==> src/rtl/mux_pkg.sv <==
// Shared types for the registered scanning channel selector.
package mux_pkg;

    typedef enum logic [1:0] {
        IDLE,
        MANUAL,
        SCAN
    } state_t;

    typedef enum logic {
        MODE_MANUAL = 1'b0,
        MODE_SCAN   = 1'b1
    } mode_e;

endpackage

==> src/rtl/dwell_counter.sv <==
// Counts enabled cycles spent on one scan channel; tc marks the last cycle of a dwell.
module dwell_counter #(
    parameter int DWELL = 4
) (
    input  logic clk,
    input  logic rst,
    input  logic clr,
    input  logic inc,
    output logic tc
);

    localparam int CW = (DWELL > 1) ? $clog2(DWELL) : 1;

    logic [CW-1:0] cnt;

    assign tc = (cnt == CW'(DWELL - 1));

    always_ff @(posedge clk) begin
        if (rst || clr) begin
            cnt <= '0;
        end else if (inc) begin
            if (tc) begin
                cnt <= '0;
            end else begin
                cnt <= cnt + CW'(1);
            end
        end
    end

endmodule

==> src/rtl/mux_scan_sel.sv <==
// Registered M-channel selector: manual channel pick or round-robin scan with per-channel dwell.
module mux_scan_sel
    import mux_pkg::*;
#(
    parameter  int N     = 2,
    parameter  int M     = 4,
    parameter  int DWELL = 4,
    localparam int SW    = $clog2(M)
) (
    input  logic                clk,
    input  logic                rst,
    input  logic                en,
    input  logic                mode,
    input  logic [SW-1:0]       sel,
    input  logic [M-1:0][N-1:0] data_in,
    output logic [N-1:0]        F,
    output logic [SW-1:0]       ch,
    output logic                valid,
    output logic                wrap
);

    state_t        state, state_nxt;
    logic [SW-1:0] ch_nxt;
    logic          wrap_nxt;
    logic          dwell_clr, dwell_inc, dwell_tc;

    // Out-of-range selects (only possible when M is not a power of two) pin to the last channel.
    function automatic logic [SW-1:0] clamp_sel(input logic [SW-1:0] s);
        if (int'(s) > M - 1) begin
            return SW'(M - 1);
        end
        return s;
    endfunction

    dwell_counter #(
        .DWELL(DWELL)
    ) u_dwell (
        .clk(clk),
        .rst(rst),
        .clr(dwell_clr),
        .inc(dwell_inc),
        .tc (dwell_tc)
    );

    always_comb begin
        state_nxt = state;
        ch_nxt    = ch;
        wrap_nxt  = 1'b0;
        dwell_clr = 1'b0;
        dwell_inc = 1'b0;
        if (en) begin
            if (mode_e'(mode) == MODE_MANUAL) begin
                state_nxt = MANUAL;
                ch_nxt    = clamp_sel(sel);
                dwell_clr = 1'b1;
            end else if (state != SCAN) begin
                // Entering scan always restarts at channel 0 and never counts as a wrap.
                state_nxt = SCAN;
                ch_nxt    = '0;
                dwell_clr = 1'b1;
            end else begin
                dwell_inc = 1'b1;
                if (dwell_tc) begin
                    if (ch == SW'(M - 1)) begin
                        ch_nxt   = '0;
                        wrap_nxt = 1'b1;
                    end else begin
                        ch_nxt = ch + SW'(1);
                    end
                end
            end
        end
    end

    always_ff @(posedge clk) begin
        if (rst) begin
            state <= IDLE;
            ch    <= '0;
            F     <= '0;
            valid <= 1'b0;
            wrap  <= 1'b0;
        end else begin
            state <= state_nxt;
            wrap  <= wrap_nxt;
            // F re-samples every enabled cycle so live changes on the selected channel show through.
            if (en) begin
                ch    <= ch_nxt;
                F     <= data_in[ch_nxt];
                valid <= 1'b1;
            end
        end
    end

endmodule

==> config.mk <==
export PLATFORM = sky130hd
export DESIGN_NAME = mux_scan_sel
export DESIGN_NICKNAME = d
export VERILOG_FILES = /design/src/rtl/mux_pkg.sv /design/src/rtl/dwell_counter.sv /design/src/rtl/mux_scan_sel.sv
export SDC_FILE = /design/constraint.sdc
export NUM_CORES = 1
export LEC_CHECK = 0
export CORE_AREA = 2 2 39 41
export CTS_CLUSTER_DIAMETER = 200
export DETAILED_ROUTE_END_ITERATION = 12
export DIE_AREA = 0 0 41 43
export PLACE_DENSITY = 0.78
export SYNTH_ARGS = -nofsm -noshare
export SYNTH_HDL_FRONTEND = slang
export SYNTH_SLANG_ARGS = --single-unit
==> constraint.sdc <==
create_clock -name clk -period 2.1 [get_ports clk]
set_input_delay 0.21 -clock clk [delete_from_list [all_inputs] [get_ports clk]]
set_output_delay 0.21 -clock clk [all_outputs]
set_load 0.02 [all_outputs]
# Word level (Yosys, flattened, before mapping)
# Cells that the tools add are included.
totals:
  elab_cells: 36
  memories: 0
  latchBits: 0
  ff_bits: 10
  ramBits: 0
  mem_bits_ro: 0
  input_bits: 14
op_classes:
  n_mul: 0
  div_mod_pow: 0
  n_mux: 17
  n_lt_le_gt_ge: 1
  reduce_logical: 3
  eq_ne: 4
  shifts: 0
  bitwise: 3
  n_addsub: 2
op_table:
  columns: ["op", "count"]
  rows:
  - ["$mux W2", 9]
  - ["$mux W1", 7]
  - ["$reduce_or A5 Y1", 1]
  - ["$add A2 B1 Y2 const B", 2]
  - ["$bmux W2 S2", 1]
  - ["$eq A2 B2 Y1 const B", 2]
  - ["$lt A2 B3 Y1 const B", 1]
  - ["$not A1 Y1", 3]
  - ["$ne A2 B1 Y1 const B", 1]
  - ["$ne A2 B2 Y1 const B", 1]
  - ["$reduce_and A2 Y1", 1]
  - ["$logic_or A1 B1 Y1", 1]

# Depth between registers and ports, before layout
depth:
  depth_word: 8
  mapped_depth: 6
  mapped_depth_nobuf: 6

# Hierarchy
# A second synthesis with hierarchy kept.
hier_totals:
  hier_cells: 55
  area_unflattened_um2: 513.0
by_module_without_submodules:
  columns: ["mod", "n_inst", "cells_each", "area_each_um2"]
  rows:
  - ["mux_scan_sel", 1, 47, 417.9]
  - ["dwell_counter", 1, 8, 95.1]

# Worst setup path after synthesis
# No wires, ideal clock.
synth_path:
  path_type: "register to register"
  from: "register ch[0]"
  to: "register F[1]"
  path_slack_ns: 0.540
  path_buffers: 0
  synth_period_minus_slack_ns: 1.560
  arrival_time_ns: 1.482
  path_stages_with_launch: 6
  setup_ns: 0.079
  path_cell_list: "dfxtp_1 ha_1 o32ai_1 a22oi_1 or3_1 o221ai_2"
synth_between:
  elab_chain_len: 8
  word_cells_on_any_way: 9
synth_rtl:
  columns: ["item", "line", "source"]
  rows:
  - ["from (decl)", "mux_scan_sel.sv:17", "output logic [SW-1:0] ch,"]
  - ["from (signal assigned)", "mux_scan_sel.sv:87", "ch <= ch_nxt;"]
  - ["$add A2 B1 Y2 or $eq A2 B2 Y1 (tied branches)", "mux_scan_sel.sv:68, mux_scan_sel.sv:64", null]
  - ["$mux W2", "mux_scan_sel.sv:64", "if (ch == SW'(M - 1)) begin"]
  - ["$mux W2", "mux_scan_sel.sv:63", "if (dwell_tc) begin"]
  - ["$mux W2", "mux_scan_sel.sv:56", "end else if (state != SCAN) begin"]
  - ["$mux W2", "mux_scan_sel.sv:52", "if (mode_e'(mode) == MODE_MANUAL) begin"]
  - ["$mux W2 (*)", "mux_scan_sel.sv:51", "if (en) begin"]
  - ["$bmux W2 S2 (*)", "mux_scan_sel.sv:88", "F <= data_in[ch_nxt];"]
  - ["$mux W2 (implied by the code) (*)", "mux_scan_sel.sv:88", null]
  - ["to (signal assigned)", "mux_scan_sel.sv:88", null]
  - ["to (decl)", "mux_scan_sel.sv:16", "output logic [N-1:0] F,"]
# Every way passes the cells marked *; elsewhere a longest branch is shown, timed or not. The select of a mux whose other input is x is not followed.
# A chain may end at the register's enable or synchronous reset.

# Final worst setup path
layout_path:
  from: "register u_dwell.cnt[0]"
  to: "register F[0]"
layout_between:
  elab_chain_len: 7
layout_rtl:
  columns: ["item", "line", "source"]
  rows:
  - ["from (decl)", "dwell_counter.sv:14", "logic [CW-1:0] cnt;"]
  - ["from (signal assigned)", "dwell_counter.sv:25", "cnt <= cnt + CW'(1);"]
  - ["$eq A2 B2 Y1", "dwell_counter.sv:16", "assign tc = (cnt == CW'(DWELL - 1));"]
  - ["$mux W2", "mux_scan_sel.sv:63", null]
  - ["$mux W2", "mux_scan_sel.sv:56", null]
  - ["$mux W2", "mux_scan_sel.sv:52", null]
  - ["$mux W2", "mux_scan_sel.sv:51", null]
  - ["$bmux W2 S2", "mux_scan_sel.sv:88", null]
  - ["$mux W2 (implied by the code)", "mux_scan_sel.sv:88", null]
# No other way between the ends. The select of a mux whose other input is x is not followed.

==> results.txt <==
status - finished, final reports clean
DRT iter0 DRCs - 11
met1 Use GR - 0.174
vias in the first global route - 447
critical path arrival - 1940 ps
dpl hpwl - 858 µm
Setup Buffers After CTS - 0
register area share after synthesis - 0.411
Tmin final - 1760 ps
syn nets - 69
largest net degree at the start of global routing - 10
Most used DFF post-synth - dfxtp_1
flops & latches, synth - 10
met3 GRT Util - 0.0785
antenna violation net count after detailed routing - 0
CP Class - reg -> reg
DR pass1 iterations - 4
P per Cell Area - 580 nW/µm²
Distinct cells, synth - 25
RSZ-0062 raised after global routing - false
top post-synthesis cells by count - dfxtp_1 (10), nor2_1 (6), mux2i_1 (5)
drt drc - 0
fmax - 568 MHz
# fillers - 119
Data required, critical path - 2280 ps
combinational fraction of design power - 0.200
number of flops mapped to enable cells by yosys - 0
FF-to-FF Start - u_dwell.cnt[0]
R2R cell count - 6
clk buf depth - 2
setup_tns - 0 ps
Worst Setup SP - u_dwell.cnt[0]
busiest grt layer - met2
root buffer cell - clkbuf_4
Die W - 41 µm
first-pass GRT wire length - 1.83 mm
Max-cap violations - 0
antenna violations before repair - 0
Max Slew Vio Count - 0
Vias - 470
antenna diode count - 0
internal power - 0.000312 W
fin util - 0.519
Switching Fraction - 0.251
Ys Warns - 0
top cell type's share of synthesized area - 0.411
Worst Skew - 8.72 ps
Port Buffers - 19
global route total overflow - 0
routability cong. - 0.737
worst-path maximum fanout - 3
Avg Inst Size Synth - 9.18 µm²
total net switching power - 0.000105 W
final hold vios - 0
Slew @ Worst Pin - 341 ps
Mapped Area - 487 µm²
area grow syn2layout - 47.6%
most frequent cell after synthesis - dfxtp_1
per-cell routed wire length - 12.7 µm
Hold Path Depth - 2
die area - 1760 µm²
layout cell share with drive strength beyond 1 - 0.0811
Min-Delay Startpoint - u_dwell.cnt[1]
H-tree depth - 1
Slew Limit Headroom - 0.772
Synth area leader - dfxtp_1
height of the die - 43 µm
Detailed Route WL - 1.14 mm
Synth Instances - 53
core area - 1380 µm²
met2 GRT Util - 0.250
cts repair resizes - 0
Final Setup Violations - 0
clock power share - 0.307
Clock Pin Slew Worst Setup and Hold Paths - 60 ps
CP Launch Type - register
Initial Util - 0.352
worst min path class - reg -> reg
Final Net Count - 92
IO Pins - 20
TritonCTS clock tree - done
total number of clock tree sinks - 10
via density per instance - 5.22
Reg power frac - 0.493
Leakage - 0.297 nW
Clock Latency Late Sink - 270 ps
WHS - 478 ps
Tcrit/Tclk final - 0.838
reg-to-reg slack, setup - 340 ps
Synth area leaders - dfxtp_1 (41%), mux2i_1 (10%), ha_1 (5.1%)
CTS Buf Count - 3
Hold-fix buffers, CTS - 0
Global Route Usage Sum - 0.162
Rows - 14
asr flop ratio synth - 0
type of destination of the critical path - register
maximum VDD drop - 380 µV
==> metal layers <==
metal	up-vias	part of all wire
met3	0	0.081
met5	-	0
met1	218	0.41
met2	16	0.51
li1	236	-
met4	0	0
==> worst max-delay path: stages (launching register included) <==
cell and delay (ps):
dfxtp_1 360, ha_1 210, nand4b_2 150, o32ai_1 270, a22oi_1 170, or3_1 360, o221ai_1 160
==> flip-flops by register name (all words and copies together) (netlist names) <==
register / flops
ch: 2
F: 2
valid: 1
u_dwell.cnt: 2
wrap: 1
state: 2
==> layout by cell type, fill, tap and decap left out, types with 2 or more instances in the layout <==
cell | netlist | layout
a21oi_1 | 2 | 2
nand2_1 | 4 | 4
nor3_1 | 2 | 2
dfxtp_1 | 10 | 10
clkbuf_4 | 0 | 3
nor2_1 | 6 | 6
inv_1 | 3 | 3
nand3_1 | 3 | 3
ha_1 | 2 | 2
mux2i_1 | 5 | 5
clkdlybuf4s50_1 | 0 | 19
==> metrics by stage <==
step	power (W)	cells	setup slack (ps)	area [µm²]
4_1_cts	0.000426	90	354	718
3_5_place_dp	0.000293	87	85.5	696
2_1_floorplan	0.000247	53	540	487
6_report	0.000417	90	341	718
3_3_place_gp	0.000291	87	183	696
5_1_grt	0.000441	90	190	718
==> cells by family after synthesis <==
kind of cell	Yosys count	synth area share
DFF	10	0.411
and+or+nand+nor	22	0.249
adders and majority gates	2	0.0514
muxes	5	0.103
AOI/OAI and AO/OA	9	0.144
buffers and inverters	5	0.0411
==> layout make-up <==
| cell class | instances | area, µm² | area share |
|---|---|---|---|
| Clock buffer | 3 | 22.5 | 0.0314 |
| Timing Repair Buffer | 20 | 198 | 0.275 |
| Multi-Input combinational cell | 38 | 267 | 0.371 |
| Sequential cell | 10 | 200 | 0.279 |
| Inverter | 3 | 11.3 | 0.0157 |
| Tap cell | 16 | 20.0 | 0.0279 |
==> path summary, 6_finish.rpt <==
| check | end |
|---|---|
| hold reg to reg | u_dwell.cnt[1] |
| setup reg to reg | F[0] |
| setup / recovery | F[0] |
| hold / removal | u_dwell.cnt[1] |
==> power by group through the flow <==
stage / Clock [W] / Combinational, W / Sequential (W)
after floorplan: 0 / 0.0000317 / 0.000216
after global placement: 0 / 0.0000817 / 0.000209
after detailed placement: 0 / 0.0000834 / 0.000209
after CTS: 0.000137 / 0.0000839 / 0.000205
after global routing: 0.000144 / 0.0000913 / 0.000206
final: 0.000128 / 0.0000832 / 0.000205
Note: power is estimated with default switching activity, not from simulation.
